## config.mk

```make
export PLATFORM = sky130hd
export DESIGN_NAME = router_ctrl_flat
export DESIGN_NICKNAME = d
export VERILOG_FILES = /design/src/rtl/router_ctrl_if.sv /design/src/rtl/router_ctrl.sv /design/src/flat_wrapper.sv
export SDC_FILE = /design/constraint.sdc
export NUM_CORES = 1
export LEC_CHECK = 0
export CAP_MARGIN = 20
export CELL_PAD_IN_SITES_DETAIL_PLACEMENT = 0
export CELL_PAD_IN_SITES_GLOBAL_PLACEMENT = 2
export CORE_ASPECT_RATIO = 0.8
export CORE_UTILIZATION = 34
export DETAILED_ROUTE_END_ITERATION = 12
export PLACE_DENSITY_LB_ADDON = 0.1
export SLEW_MARGIN = 20
export SYNTH_ARGS = -nofsm -noshare
export SYNTH_HDL_FRONTEND = slang
export SYNTH_SLANG_ARGS = --single-unit
```

## constraint.sdc

```tcl
create_clock -name clk -period 2.9 [get_ports clk]
set_clock_uncertainty 0.15 [all_clocks]
set_input_delay 0.58 -clock clk [delete_from_list [all_inputs] [get_ports clk]]
set_output_delay 0.58 -clock clk [all_outputs]
set_load 0.01 [all_outputs]
```

## src/rtl/router_ctrl_if.sv

```systemverilog
// Purpose: bundles the packet-source handshake and the three-FIFO control
//          bus of the 1x3 router input controller into one interface.
// Signals:
//   pkt_valid, data_in          source byte strobe and byte
//   fifo_full, fifo_empty       status of FIFO 0..2
//   read_enb                    destination read enables of FIFO 0..2
//   busy                        back-pressure to the source
//   dout, write_enb, lfd_state  FIFO write byte, one-hot enable, header flag
//   ld_state                    payload/parity loading indicator
//   err                         parity-error pulse
//   vld_out, soft_reset         per-FIFO valid and flush pulses
// Modports: master = source/FIFO side (drives inputs of the controller),
//           slave  = router_ctrl.
interface router_ctrl_if #(
  parameter int DATA_W = 8
);
  logic              pkt_valid;
  logic [DATA_W-1:0] data_in;
  logic [2:0]        fifo_full;
  logic [2:0]        fifo_empty;
  logic [2:0]        read_enb;
  logic              busy;
  logic [DATA_W-1:0] dout;
  logic [2:0]        write_enb;
  logic              lfd_state;
  logic              ld_state;
  logic              err;
  logic [2:0]        vld_out;
  logic [2:0]        soft_reset;

  modport master (
    output pkt_valid, data_in, fifo_full, fifo_empty, read_enb,
    input  busy, dout, write_enb, lfd_state, ld_state, err, vld_out, soft_reset
  );

  modport slave (
    input  pkt_valid, data_in, fifo_full, fifo_empty, read_enb,
    output busy, dout, write_enb, lfd_state, ld_state, err, vld_out, soft_reset
  );
endinterface

```

## src/rtl/router_ctrl.sv

```systemverilog
// Purpose: input-side packet controller of the 1x3 router. Decodes the
//          header {len[7:2], addr[1:0]}, sequences writes of header, payload
//          and parity into one of three FIFOs, back-pressures the source,
//          checks the trailing parity byte, drops packets for address 3 and
//          flushes FIFOs whose reader has stalled for TIMEOUT cycles.
// Ports:
//   clk   system clock, rising edge
//   rst   asynchronous active-high reset
//   bus   router_ctrl_if slave modport (handshake, FIFO control, status)
module router_ctrl #(
  parameter int DATA_W  = 8,
  parameter int TIMEOUT = 30,
  parameter int TO_W    = 5
) (
  input  logic         clk,
  input  logic         rst,
  router_ctrl_if.slave bus
);

  typedef enum logic [2:0] {
    IDLE,
    WAIT_EMPTY,
    LOAD_DATA,
    LOAD_PARITY,
    DROP
  } state_e;

  state_e            state_q, state_d;
  logic [1:0]        addr_q, addr_d;
  logic [6:0]        cnt_q, cnt_d;
  logic [DATA_W-1:0] hold_q, hold_d;
  logic [DATA_W-1:0] par_q, par_d;
  logic              err_q, err_d;
  logic [2:0]        soft_q;
  logic [2:0][TO_W-1:0] to_q;

  logic              busy;
  logic              wr;
  logic              lfd;
  logic              accept;
  logic [1:0]        wr_addr;
  logic [DATA_W-1:0] dout;
  logic [1:0]        hdr_addr;
  logic [5:0]        hdr_len;

  assign hdr_addr = bus.data_in[1:0];
  assign hdr_len  = bus.data_in[7:2];

  // Next-state and combinational outputs. While rst is high every
  // combinational output is held at its idle value so the source and FIFOs
  // see a quiet bus immediately, not only after the state register clears.
  // A header written straight from IDLE targets the address on data_in; all
  // other writes target the latched address.
  always_comb begin
    state_d = state_q;
    addr_d  = addr_q;
    cnt_d   = cnt_q;
    hold_d  = hold_q;
    par_d   = par_q;
    err_d   = 1'b0;
    busy    = 1'b0;
    wr      = 1'b0;
    lfd     = 1'b0;
    accept  = 1'b0;
    dout    = bus.data_in;
    wr_addr = (state_q == IDLE) ? hdr_addr : addr_q;
    if (!rst) begin
      case (state_q)
        IDLE: begin
          accept = bus.pkt_valid;
          if (accept) begin
            addr_d = hdr_addr;
            hold_d = bus.data_in;
            par_d  = bus.data_in;
            if (hdr_addr == 2'd3) begin
              // Payload plus parity byte are consumed without writing.
              cnt_d   = {1'b0, hdr_len} + 7'd1;
              state_d = DROP;
            end else begin
              cnt_d = {1'b0, hdr_len};
              if (bus.fifo_empty[hdr_addr]) begin
                wr      = 1'b1;
                lfd     = 1'b1;
                state_d = (hdr_len == 6'd0) ? LOAD_PARITY : LOAD_DATA;
              end else begin
                state_d = WAIT_EMPTY;
              end
            end
          end
        end
        WAIT_EMPTY: begin
          busy = 1'b1;
          if (bus.fifo_empty[addr_q] && !bus.fifo_full[addr_q]) begin
            wr      = 1'b1;
            lfd     = 1'b1;
            dout    = hold_q;
            state_d = (cnt_q == 7'd0) ? LOAD_PARITY : LOAD_DATA;
          end
        end
        LOAD_DATA: begin
          busy   = bus.fifo_full[addr_q];
          accept = bus.pkt_valid && !busy;
          if (accept) begin
            wr    = 1'b1;
            par_d = par_q ^ bus.data_in;
            cnt_d = cnt_q - 7'd1;
            if (cnt_q == 7'd1) begin
              state_d = LOAD_PARITY;
            end
          end
        end
        LOAD_PARITY: begin
          busy   = bus.fifo_full[addr_q];
          accept = bus.pkt_valid && !busy;
          if (accept) begin
            wr      = 1'b1;
            err_d   = (bus.data_in != par_q);
            state_d = IDLE;
          end
        end
        DROP: begin
          accept = bus.pkt_valid;
          if (accept) begin
            cnt_d = cnt_q - 7'd1;
            if (cnt_q == 7'd1) begin
              state_d = IDLE;
            end
          end
        end
        default: begin
          state_d = IDLE;
        end
      endcase
    end
  end

  // Packet FSM registers: state, latched header fields, parity accumulator
  // and the registered parity-error pulse.
  always_ff @(posedge clk or posedge rst) begin
    if (rst) begin
      state_q <= IDLE;
      addr_q  <= 2'd0;
      cnt_q   <= 7'd0;
      hold_q  <= '0;
      par_q   <= '0;
      err_q   <= 1'b0;
    end else begin
      state_q <= state_d;
      addr_q  <= addr_d;
      cnt_q   <= cnt_d;
      hold_q  <= hold_d;
      par_q   <= par_d;
      err_q   <= err_d;
    end
  end

  // Per-port stall timeout, independent of the packet FSM. A port stalls
  // while it holds data its reader is not taking; after TIMEOUT consecutive
  // stalled cycles a single flush pulse is issued and the count restarts.
  always_ff @(posedge clk or posedge rst) begin
    if (rst) begin
      to_q   <= '0;
      soft_q <= 3'b000;
    end else begin
      for (int i = 0; i < 3; i++) begin
        if (bus.read_enb[i] || bus.fifo_empty[i]) begin
          to_q[i]   <= '0;
          soft_q[i] <= 1'b0;
        end else if (to_q[i] == TO_W'(TIMEOUT - 1)) begin
          to_q[i]   <= '0;
          soft_q[i] <= 1'b1;
        end else begin
          to_q[i]   <= to_q[i] + TO_W'(1);
          soft_q[i] <= 1'b0;
        end
      end
    end
  end

  assign bus.busy       = busy;
  assign bus.dout       = dout;
  assign bus.write_enb  = wr ? (3'b001 << wr_addr) : 3'b000;
  assign bus.lfd_state  = lfd;
  assign bus.ld_state   = (state_q == LOAD_DATA) || (state_q == LOAD_PARITY);
  assign bus.err        = err_q;
  assign bus.vld_out    = ~bus.fifo_empty;
  assign bus.soft_reset = soft_q;

endmodule

```

## src/flat_wrapper.sv

```systemverilog
// flat-port wrapper written by rule: the top's interface ports become plain ports
module router_ctrl_flat 
#(
  parameter int DATA_W  = 8,
  parameter int TIMEOUT = 30,
  parameter int TO_W    = 5
)
  (clk, rst, bus_pkt_valid, bus_data_in, bus_fifo_full, bus_fifo_empty, bus_read_enb, bus_busy, bus_dout, bus_write_enb, bus_lfd_state, bus_ld_state, bus_err, bus_vld_out, bus_soft_reset);
  router_ctrl_if #(.DATA_W(DATA_W)) bus_i ();
  input  logic clk;
  input  logic rst;
  input wire logic [$bits(bus_i.pkt_valid)-1:0] bus_pkt_valid;
  input wire logic [$bits(bus_i.data_in)-1:0] bus_data_in;
  input wire logic [$bits(bus_i.fifo_full)-1:0] bus_fifo_full;
  input wire logic [$bits(bus_i.fifo_empty)-1:0] bus_fifo_empty;
  input wire logic [$bits(bus_i.read_enb)-1:0] bus_read_enb;
  output wire logic [$bits(bus_i.busy)-1:0] bus_busy;
  output wire logic [$bits(bus_i.dout)-1:0] bus_dout;
  output wire logic [$bits(bus_i.write_enb)-1:0] bus_write_enb;
  output wire logic [$bits(bus_i.lfd_state)-1:0] bus_lfd_state;
  output wire logic [$bits(bus_i.ld_state)-1:0] bus_ld_state;
  output wire logic [$bits(bus_i.err)-1:0] bus_err;
  output wire logic [$bits(bus_i.vld_out)-1:0] bus_vld_out;
  output wire logic [$bits(bus_i.soft_reset)-1:0] bus_soft_reset;
  assign bus_i.pkt_valid = bus_pkt_valid;
  assign bus_i.data_in = bus_data_in;
  assign bus_i.fifo_full = bus_fifo_full;
  assign bus_i.fifo_empty = bus_fifo_empty;
  assign bus_i.read_enb = bus_read_enb;
  assign bus_busy = bus_i.busy;
  assign bus_dout = bus_i.dout;
  assign bus_write_enb = bus_i.write_enb;
  assign bus_lfd_state = bus_i.lfd_state;
  assign bus_ld_state = bus_i.ld_state;
  assign bus_err = bus_i.err;
  assign bus_vld_out = bus_i.vld_out;
  assign bus_soft_reset = bus_i.soft_reset;
  router_ctrl #(.DATA_W(DATA_W), .TIMEOUT(TIMEOUT), .TO_W(TO_W)) u_core (.clk(clk), .rst(rst), .bus(bus_i));
endmodule
```

After elaboration in Yosys (flattened, before gate mapping)
Index checks and enable logic that the tools add are counted.

cells by class
  add/subtract/negate cells = 5
  magnitude comparators = 2
  eq/ne operators = 17
  shift-type cells = 1
  mux-type cells = 57
  bitwise gates (word level) = 3
  reductions and logical operators = 17

operator list
  operator             count
  $mux 8               5
  $mux 3               10
  $mux 5               6
  $mux 7               4
  $mux 1               22
  $pmux 7 s3           1
  $pmux 8 s2           1
  $add 5x1->5 const B  3
  $eq 5x5->1 const B   3
  $pmux 3 s5           1
  $ne 2x1->1 const B   5
  $ne 8x8->1           1
  $reduce_and 8->1     1
  $xor 8x8->8          1
  $add 6x1->7 const B  1
  $eq 7x1->1 const B   1
  $logic_not 7->1      1
  $sub 7x1->7 const B  1
  $bmux 1 s2           3
  $eq 3x2->1 const B   2
  $logic_not 6->1      1
  $lt 2x3->1 const B   2
  $reduce_and 5->1     1
  $logic_or 1x1->1     4
  other kinds (18)     21

word-level totals
  register bits = 47
  input bits = 20
  output and inout bits = 21
  word-level logic and storage cells = 112

Longest topological paths before layout
  word-level depth = 8
  depth in mapped cells = 7
  gate-level depth less buffers = 6

Least setup slack after synthesis
No wires, ideal clock.

  path type = in2reg
  from = input port rst
  to = register u_core.par_q[3]
  library setup time = 0.083 ns
  arrival = 2.536 ns
  required time = 2.667 ns
  slack = 0.132 ns
  stages on the path = 4
  buffers on the path = 0
  cells stage by stage = inv_1 o2111ai_1 mux2_2 o21ai_0

between the ends
  cells in the longest elaborated chain, start to end = 2

RTL lines
  what                               line                text
  start, declared                    flat_wrapper.sv:11  input logic rst;
  $not 1->1 (no source line)         --
  $reduce_and 4->1 (no source line)  --
  end signal, assigned               router_ctrl.sv:152  par_q <= par_d;
  end, declared                      router_ctrl.sv:32   logic [DATA_W-1:0] par_q, par_d;

Every way passes these cells.
A chain may end at the register's enable or synchronous reset.

Worst setup path in the final report
  from = input port bus_fifo_full[0]
  to = output port bus_dout[3]

between the ends
  cells in the longest elaborated chain, start to end = 7

RTL lines
  what                          line                text
  start, declared               flat_wrapper.sv:14  input wire logic [$bits(bus_i.fifo_full)-1:0] bus_fifo_full;
  $bmux 1 s2                    router_ctrl.sv:93   if (bus.fifo_empty[addr_q] && !bus.fifo_full[addr_q]) begin
  $mux 1 (implied by the code)  router_ctrl.sv:93
  $logic_not 1->1               router_ctrl.sv:93
  $logic_and 1x1->1             router_ctrl.sv:93
  $mux 8                        router_ctrl.sv:93
  $mux 8                        router_ctrl.sv:68   case (state_q)
  $mux 8                        router_ctrl.sv:67   if (!rst) begin
  end, declared                 flat_wrapper.sv:18  output wire logic [$bits(bus_i.dout)-1:0] bus_dout;

Every way passes these cells. The select of a mux whose other input is x is not followed.

==> metrics.md <==
| Metric | Value |
|---|---|
| Initial core utilization | `0.353` |
| Initial DRC count | `between 100 and 150` |
| CTS root buf | `clkbuf_8` |
| Antenna diodes | `0` |
| R2r setup slk | `0.54 ns` |
| Syn Inst Count | `298` |
| Finished Core Util | `0.476` |
| Setup CP Type | `primary input to output port` |
| Post-synth ARST share | `1.00` |
| Total CTS buffers | `5` |
| Drt drc | `0` |
| Layout overhead on the synthesized area | `34.6%` |
| Fin worst setup slack | `-0.0168 ns` |
| Clock period minus final worst setup slack | `2.92 ns` |
| Synth Cell Area | `2820 um^2` |
| Fin nets | `~410` |
| Hold Path Sink | `u_core.hold_q[2]$_DFFE_PP0P_` |
| Status | `finished, violations left` |
| Hold_ws | `0.333 ns` |
| Top Ports | `41` |
| Die W | `104 um` |
| Initial antenna violation count | `0` |
| Finished layout cell area | `3800 um^2` |
| Setup violators final | `3` |
| Detailed Place HPWL | `5320 um` |
| Synth Register Bits | `45` |
| Number of port buffers | `40` |
| Cts hold-fix bufs | `0` |
| Vias in the first global route | `2478` |
| Reg-to-Reg End | `u_core.par_q[4]$_DFFE_PP0P_` |
| Worst path arrival time | `around 2.2 ns` |
| R2R depth | `7` |
| Dpl cell area | `3550 um^2` |
| Reg2reg start | `u_core.hold_q[1]$_DFFE_PP0P_` |
| Max Cap Violations | `0` |
| Fmax | `between 0.3 and 0.4 GHz` |
| Cell family with most CP delay | `buffers and inverters` |
| Clk slew on worst S/H paths | `around 0.080 ns` |
| Leakage power | `~1.7 nW` |
| Peak supply drop | `299 uV` |
| Multi-input logic area | `1650 um^2` |
| Filler Cells Inserted | `760` |
| Tcrit/Tclk final | `1.01` |
| Worst hold path class | `flop to flop` |
| Top FF cell, synth | `dfrtp_1` |
| Slowest stage delay, CP | `0.29 ns` |
| Synth unique cells | `51` |
| Row count | `29` |
| Worst-path cell chain | `dlygate4sd2_1 -> mux2i_2 -> o21a_2 -> nand3_4 -> nor4_4 -> buf_12 -> buf_6 -> mux2_4 -> buf_6` |
| Worst Setup Start Kind | `primary input` |
| Number of synthesized flops with an enable pin | `0` |
| Final Hold Violating Endpoints | `0` |
| Max-slew violation count | `0` |
| CTS max path bufs | `2` |
| RSZ-0062 raised after global routing | `true` |
| CP bufs+invs | `4` |
| Violated checks | `setup timing` |
| Final Instance Count excl. Fillers | `approximately 480` |
| Total core area | `7980 um^2` |
| Die area | `between 8000 and 9000 um^2` |
| Pwr dens | `750 nW/um^2` |
| Final ANT Viol Nets | `0` |
| Share of cells above drive strength 1 | `0.290` |
| Die Ht | `83.5 um` |
| Total GRT Usage | `0.179` |
| Worst Setup End Kind | `output port` |
| Measured slew at the worst slew-check pin | `around 0.7 ns` |
| Worst hold start | `u_core.hold_q[2]$_DFFE_PP0P_` |
| WP data required | `2.17 ns` |
| Dpl cells | `464` |
| Overflow after GRT | `0` |
| Register area | `roughly 1100 um^2` |
| Syn_area_per_cell | `about 9.5 um^2` |
| CTS tree | `built` |
| Pre-CTS setup slack | `-0.973 ns` |
| CP max FO | `8` |
| CTS Sinks | `45` |
| Critical path's slowest cell | `mux2_4` |
| Sequential fraction of the synthesis area | `0.399` |
| Critical Path Most Common Cell | `buf_6` |
| First-pass GRT wire length | `12300 um` |
| Final wirelength | `about 7300 um` |
| Worst-skew pair later-pin latency | `0.30 ns` |
| Largest net degree at the start of global routing | `25` |
| Vias | `between 2000 and 2500` |
| H-tree depth | `2` |
| YS warnings | `0` |
| TritonRoute pass-1 iters | `4` |
| Final RePlAce weighted congestion | `~0.77` |
| Net Count, Synth | `329` |
| Via density | `4.99` |
| DR WL/cell | `15.1 um` |
| Slew margin rel. | `0.524` |
| Hold Crit Depth | `2` |
-- per-stage QoR --
step | TNS [ns] | power, mW
after floorplan | 0 | 1.83
after global placement | -7.84 | 2.30
after detailed placement | -8.59 | 2.31
after CTS | -0.877 | 2.85
after global routing | -0.726 | 3.08
final | -0.0273 | 2.85
-- worst register-to-register path, delay by kind of cell (launching register included) --
kind	cells	cell delay, ns
buffers and inverters	2	0.29
muxes	3	0.54
AOI/OAI and AO/OA	2	0.82
DFF	1	0.46
-- power breakdown --
| part | switching, mW | internal, mW | leakage [nW] | total (mW) |
|---|---|---|---|---|
| clock | 0.221 | 0.216 | 0.0542 | 0.437 |
| combinational | 0.672 | 0.720 | 1.08 | 1.39 |
| sequential | 0.212 | 0.807 | 0.575 | 1.02 |
| total | 1.11 | 1.74 | 1.70 | 2.85 |
-- layout by cell type, fill, tap and decap left out, drive strengths merged, types with 4 or more instances in the layout --
cell and n:
xor2 15, clkdlybuf4s50 17, ha 11, a31oi 5, buf 58, dlygate4sd2 4, dfrtp 45, mux2i 10
nand3b 4, a21oi 12, xnor2 7, mux2 24, nand2 23, nand2b 4, clkbuf 10, nor4 5
nor3 9, nor2 26, inv 15, nand4 5, nand3 15, o21ai 17
-- registers in the layout, summed over array words and instances, names as in the netlist --
name and cells:
u_core.par_q 8, u_core.state_q 3, u_core.cnt_q 7, u_core.hold_q 8
u_core.bus.err 1, u_core.bus.soft_reset 3, u_core.to_q 15
-- final cells by class --
class / instances / share of cell area
clock buffer: 7 / 0.0254
tap: 108 / 0.0356
sequential: 45 / 0.297
multi-input combinational: 223 / 0.434
timing repair buffer: 85 / 0.192
inverter: 15 / 0.0148
clock inverter: 1 / 0.00132
-- how the worst max path moves through the flow --
| stage | startpoint | to | slack (ns) | cells past startpoint |
|---|---|---|---|---|
| floorplan | rst | u_core.par_q[3]$_DFFE_PP0P_ | 0.13 | 4 |
| global placement | bus_fifo_empty[2] | bus_lfd_state | -0.94 | 7 |
| detailed placement | bus_fifo_empty[2] | bus_lfd_state | -0.97 | 7 |
| CTS | u_core.hold_q[1]$_DFFE_PP0P_ | bus_dout[3] | -0.11 | 8 |
| global route | u_core.hold_q[1]$_DFFE_PP0P_ | bus_dout[3] | -0.12 | 8 |
| finish | bus_fifo_full[0] | bus_dout[3] | -0.02 | 9 |
-- what timing repair did --
action | CTS | global route
setup endpoints to repair | 13 | 13
setup buffers | 11 | 2
gates resized for setup | 84 | 16
pin swaps | 7 | 8
-- metal layers --
metal | part of all wire | GRT usage | wire [um] | up-vias
li1 | - | - | - | 1202
met1 | 0.50 | 0.254 | 3660 | 1164
met2 | 0.46 | 0.280 | 3340 | 42
met3 | 0.031 | 0.0258 | 230 | 8
met4 | 0.011 | 0.0610 | 80 | 0
met5 | 0 | 0 | 0 | -
-- cells by family after synthesis --
kind of cell             Yosys count  synth area share
AND/OR/NAND/NOR                  106             0.196
buffers and inverters             30            0.0435
flip-flops                        45             0.399
XOR/XNOR                          22            0.0683
AO/OA/AOI/OAI                     50             0.113
adder cells (fa/ha/maj)           11            0.0488
multiplexers                      34             0.131
-- synthesized netlist by cell type (2+ instances only) --
library cell  count  area share
a2111oi_0         2      0.0062
a21oi_1          12       0.021
a31oi_1           5       0.011
and2_1            2      0.0044
and3_1            2      0.0044
buf_2             2      0.0035
clkbuf_1         11       0.015
dfrtp_1          45        0.40
ha_1             11       0.049
inv_1            15       0.020
mux2_2           23       0.092
mux2i_1          10       0.035
nand2_1          23       0.031
nand2b_1          4      0.0089
nand3_1          14       0.025
nand3b_1          4       0.011
nand4_1           5       0.011
nor2_1           26       0.035
nor3_1            9       0.016
nor3b_1           2      0.0053
nor4_1            4      0.0089
nor4b_1           2      0.0062
o21ai_0          16       0.028
or3_1             2      0.0044
xnor2_1           7       0.022
xor2_1           15       0.047
Power figures use the tool's default switching activity.
==> patch: new RTL, same settings <==
`DATA_W` is set to 8 in 3 places; all go to 10.
--- a/src/rtl/router_ctrl_if.sv
+++ b/src/rtl/router_ctrl_if.sv
@@ -12,7 +12,7 @@
 // Modports: master = source/FIFO side (drives inputs of the controller),
 //           slave  = router_ctrl.
 interface router_ctrl_if #(
-  parameter int DATA_W = 8
+  parameter int DATA_W = 10
 );
   logic              pkt_valid;
   logic [DATA_W-1:0] data_in;
--- a/src/rtl/router_ctrl.sv
+++ b/src/rtl/router_ctrl.sv
@@ -8,7 +8,7 @@
 //   rst   asynchronous active-high reset
 //   bus   router_ctrl_if slave modport (handshake, FIFO control, status)
 module router_ctrl #(
-  parameter int DATA_W  = 8,
+  parameter int DATA_W  = 10,
   parameter int TIMEOUT = 30,
   parameter int TO_W    = 5
 ) (
--- a/src/flat_wrapper.sv
+++ b/src/flat_wrapper.sv
@@ -1,7 +1,7 @@
 // flat-port wrapper written by rule: the top's interface ports become plain ports
 module router_ctrl_flat 
 #(
-  parameter int DATA_W  = 8,
+  parameter int DATA_W  = 10,
   parameter int TIMEOUT = 30,
   parameter int TO_W    = 5
 )
Ports: changed (resized bus_data_in and bus_dout); port bits go from 41 to 45. The function was not compared with the original's and may differ.
==> patch against the unedited design <==
  * Cell area increased by 3.6%
  * Cell count increased by 6.8%
  * Total power increased by 4.2%
  * Area after synthesis up 7.9%
  * Fmax rose by 3.1%
  * Routed wire length is 5.3% higher
  * Setup slack better by 87 ps
  * Sequential cell count rose by 4
  * Register-to-register slack better by 230 ps
  * Via count increased by 6.8%
  * Sequential share of layout area increased by 1.5 points
==> patch: results (changes against the unedited design) <==
HP Class=in -> async (was reg -> reg); cell count after placement=508 (was 464); Max stage delay on crit path=380 ps (was 290 ps); first-pass GRT wire length=12.5 mm (was 12.3 mm); XOR/XNOR Fraction of Synth Area=6.33% (was 6.83%); largest net degree at the start of global routing=41 (was 25); top post-synthesis cells by area=dfrtp_1 40%, mux2_2 6.3%, nor2_1 4.8% (was dfrtp_1 40%, mux2_2 9.2%, ha_1 4.9%); Via density=4.99 (about the same); GR Layer Usage met3=2.93% (was 2.58%); WL met2=3.34 mm (about the same); CP max-delay cell=or3b_4 (was mux2_4); WP data arrival=2100 ps (was 2190 ps); Top delay family on crit path=simple AND/OR/NAND/NOR gates (was buffers and inverters); WL per Instance=14.9 um (was 15.1 um); fraction of final layout cells sized beyond drive strength 1=25.9% (was 29.0%); Post-Synth Adder-Cell Area=4.52% (was 4.88%); vias=2,580 (was 2,416); mux share of post-synthesis cell area=8.26% (was 13.1%); VDD IR max=366 uV (was 299 uV); post-synthesis compound-gate area fraction=16.5% (was 11.3%); RePlAce Congestion=0.788 (was 0.772); top cells by instance count after synthesis=49 x dfrtp_1, 39 x nor2_1, 22 x nand2_1 (was 45 x dfrtp_1, 26 x nor2_1, 23 x mux2_2, 23 x nand2_1, 16 x o21ai_0); relative slew slack=64.6% (was 52.4%); grt met1 use=26.0% (was 25.4%); pre-CTS WS=-683 ps (was -973 ps); Final HPWL DP=5.60 mm (was 5.32 mm); status=finished clean (was finished with violations); Cell variety after synth=53 (was 51); final net count=438 (was 406); M1 wire length=4.11 mm (was 3.66 mm); Overall Global Routing Usage=17.5% (was 17.9%); DR iter-0 viols=87 (was 123); Syn Nets=363 (was 329); WP buf/inv=2 (was 4); Port Buffers=44 (was 40); WL met3=176 um (was 230 um); Avg Cell Area, Syn=9.22 um^2 (was 9.47 um^2); CP max FO=3 (was 8)
-- patch: cell types whose count changed in the layout (fill, tap and decap cells not counted), sizes merged, moves of 4 or more --
cell | unedited run | this run
clkdlybuf4s50 | 17 | 25
mux2i | 10 | 3
o22ai | 1 | 9
dlygate4sd2 | 4 | 0
clkbuf | 10 | 5
dfrtp | 45 | 49
mux2 | 24 | 19
a21oi | 12 | 22
nor2 | 26 | 40
-- patch: area by class of cell --
cell class | instances | area, um^2
inverters | 16 | 60.1
repair buffers | 87 | 708
clock buffers | 5 | 68.8
fillers | 855 | 4660
clock inverters | 2 | 16.3
multi-input cells | 246 | 1720
well taps | 112 | 140
flip-flops and latches | 49 | 1230
-- patch: logic make-up after synthesis --
logic type                 after synthesis
AOI/OAI and AO/OA                       75
adders and majority gates               11
DFF                                     49
muxes                                   22
xor gates and xnor gates                22
buffers and inverters                   36
and+or+nand+nor                        115
-- patch: power breakdown --
part	switching, mW	total [mW]	internal (mW)	leakage [nW]
logic	0.789	1.51	0.721	1.07
registers	0.180	1.05	0.872	0.637
clock network	0.241	0.408	0.167	0.0402
-- patch: path summary, 6_finish.rpt --
check / from / to / slack [ps] / cells past startpoint
worst max-delay path: bus_pkt_valid / bus_write_enb[1] / 70 / 7
worst min-delay path: rst / u_core.cnt_q[0] / 220 / 3
worst max register to register: u_core.cnt_q[4] / u_core.state_q[0] / 770 / 5
worst min register to register: u_core.to_q[5] / u_core.to_q[5] / 350 / 1
max in group asynchronous: rst / u_core.hold_q[0] / 1890 / 4
min in group clk: u_core.to_q[5] / u_core.to_q[5] / 350 / 1
-- patch: what timing repair did --
action / 4_1_cts / 5_1_grt
hold buffers: 0 / 0
pin swaps: 5 / 6
buffers inserted: 1 / 1
setup endpoints to repair: 15 / 15
resized for setup: 75 / 6
cloned: 1 / 0
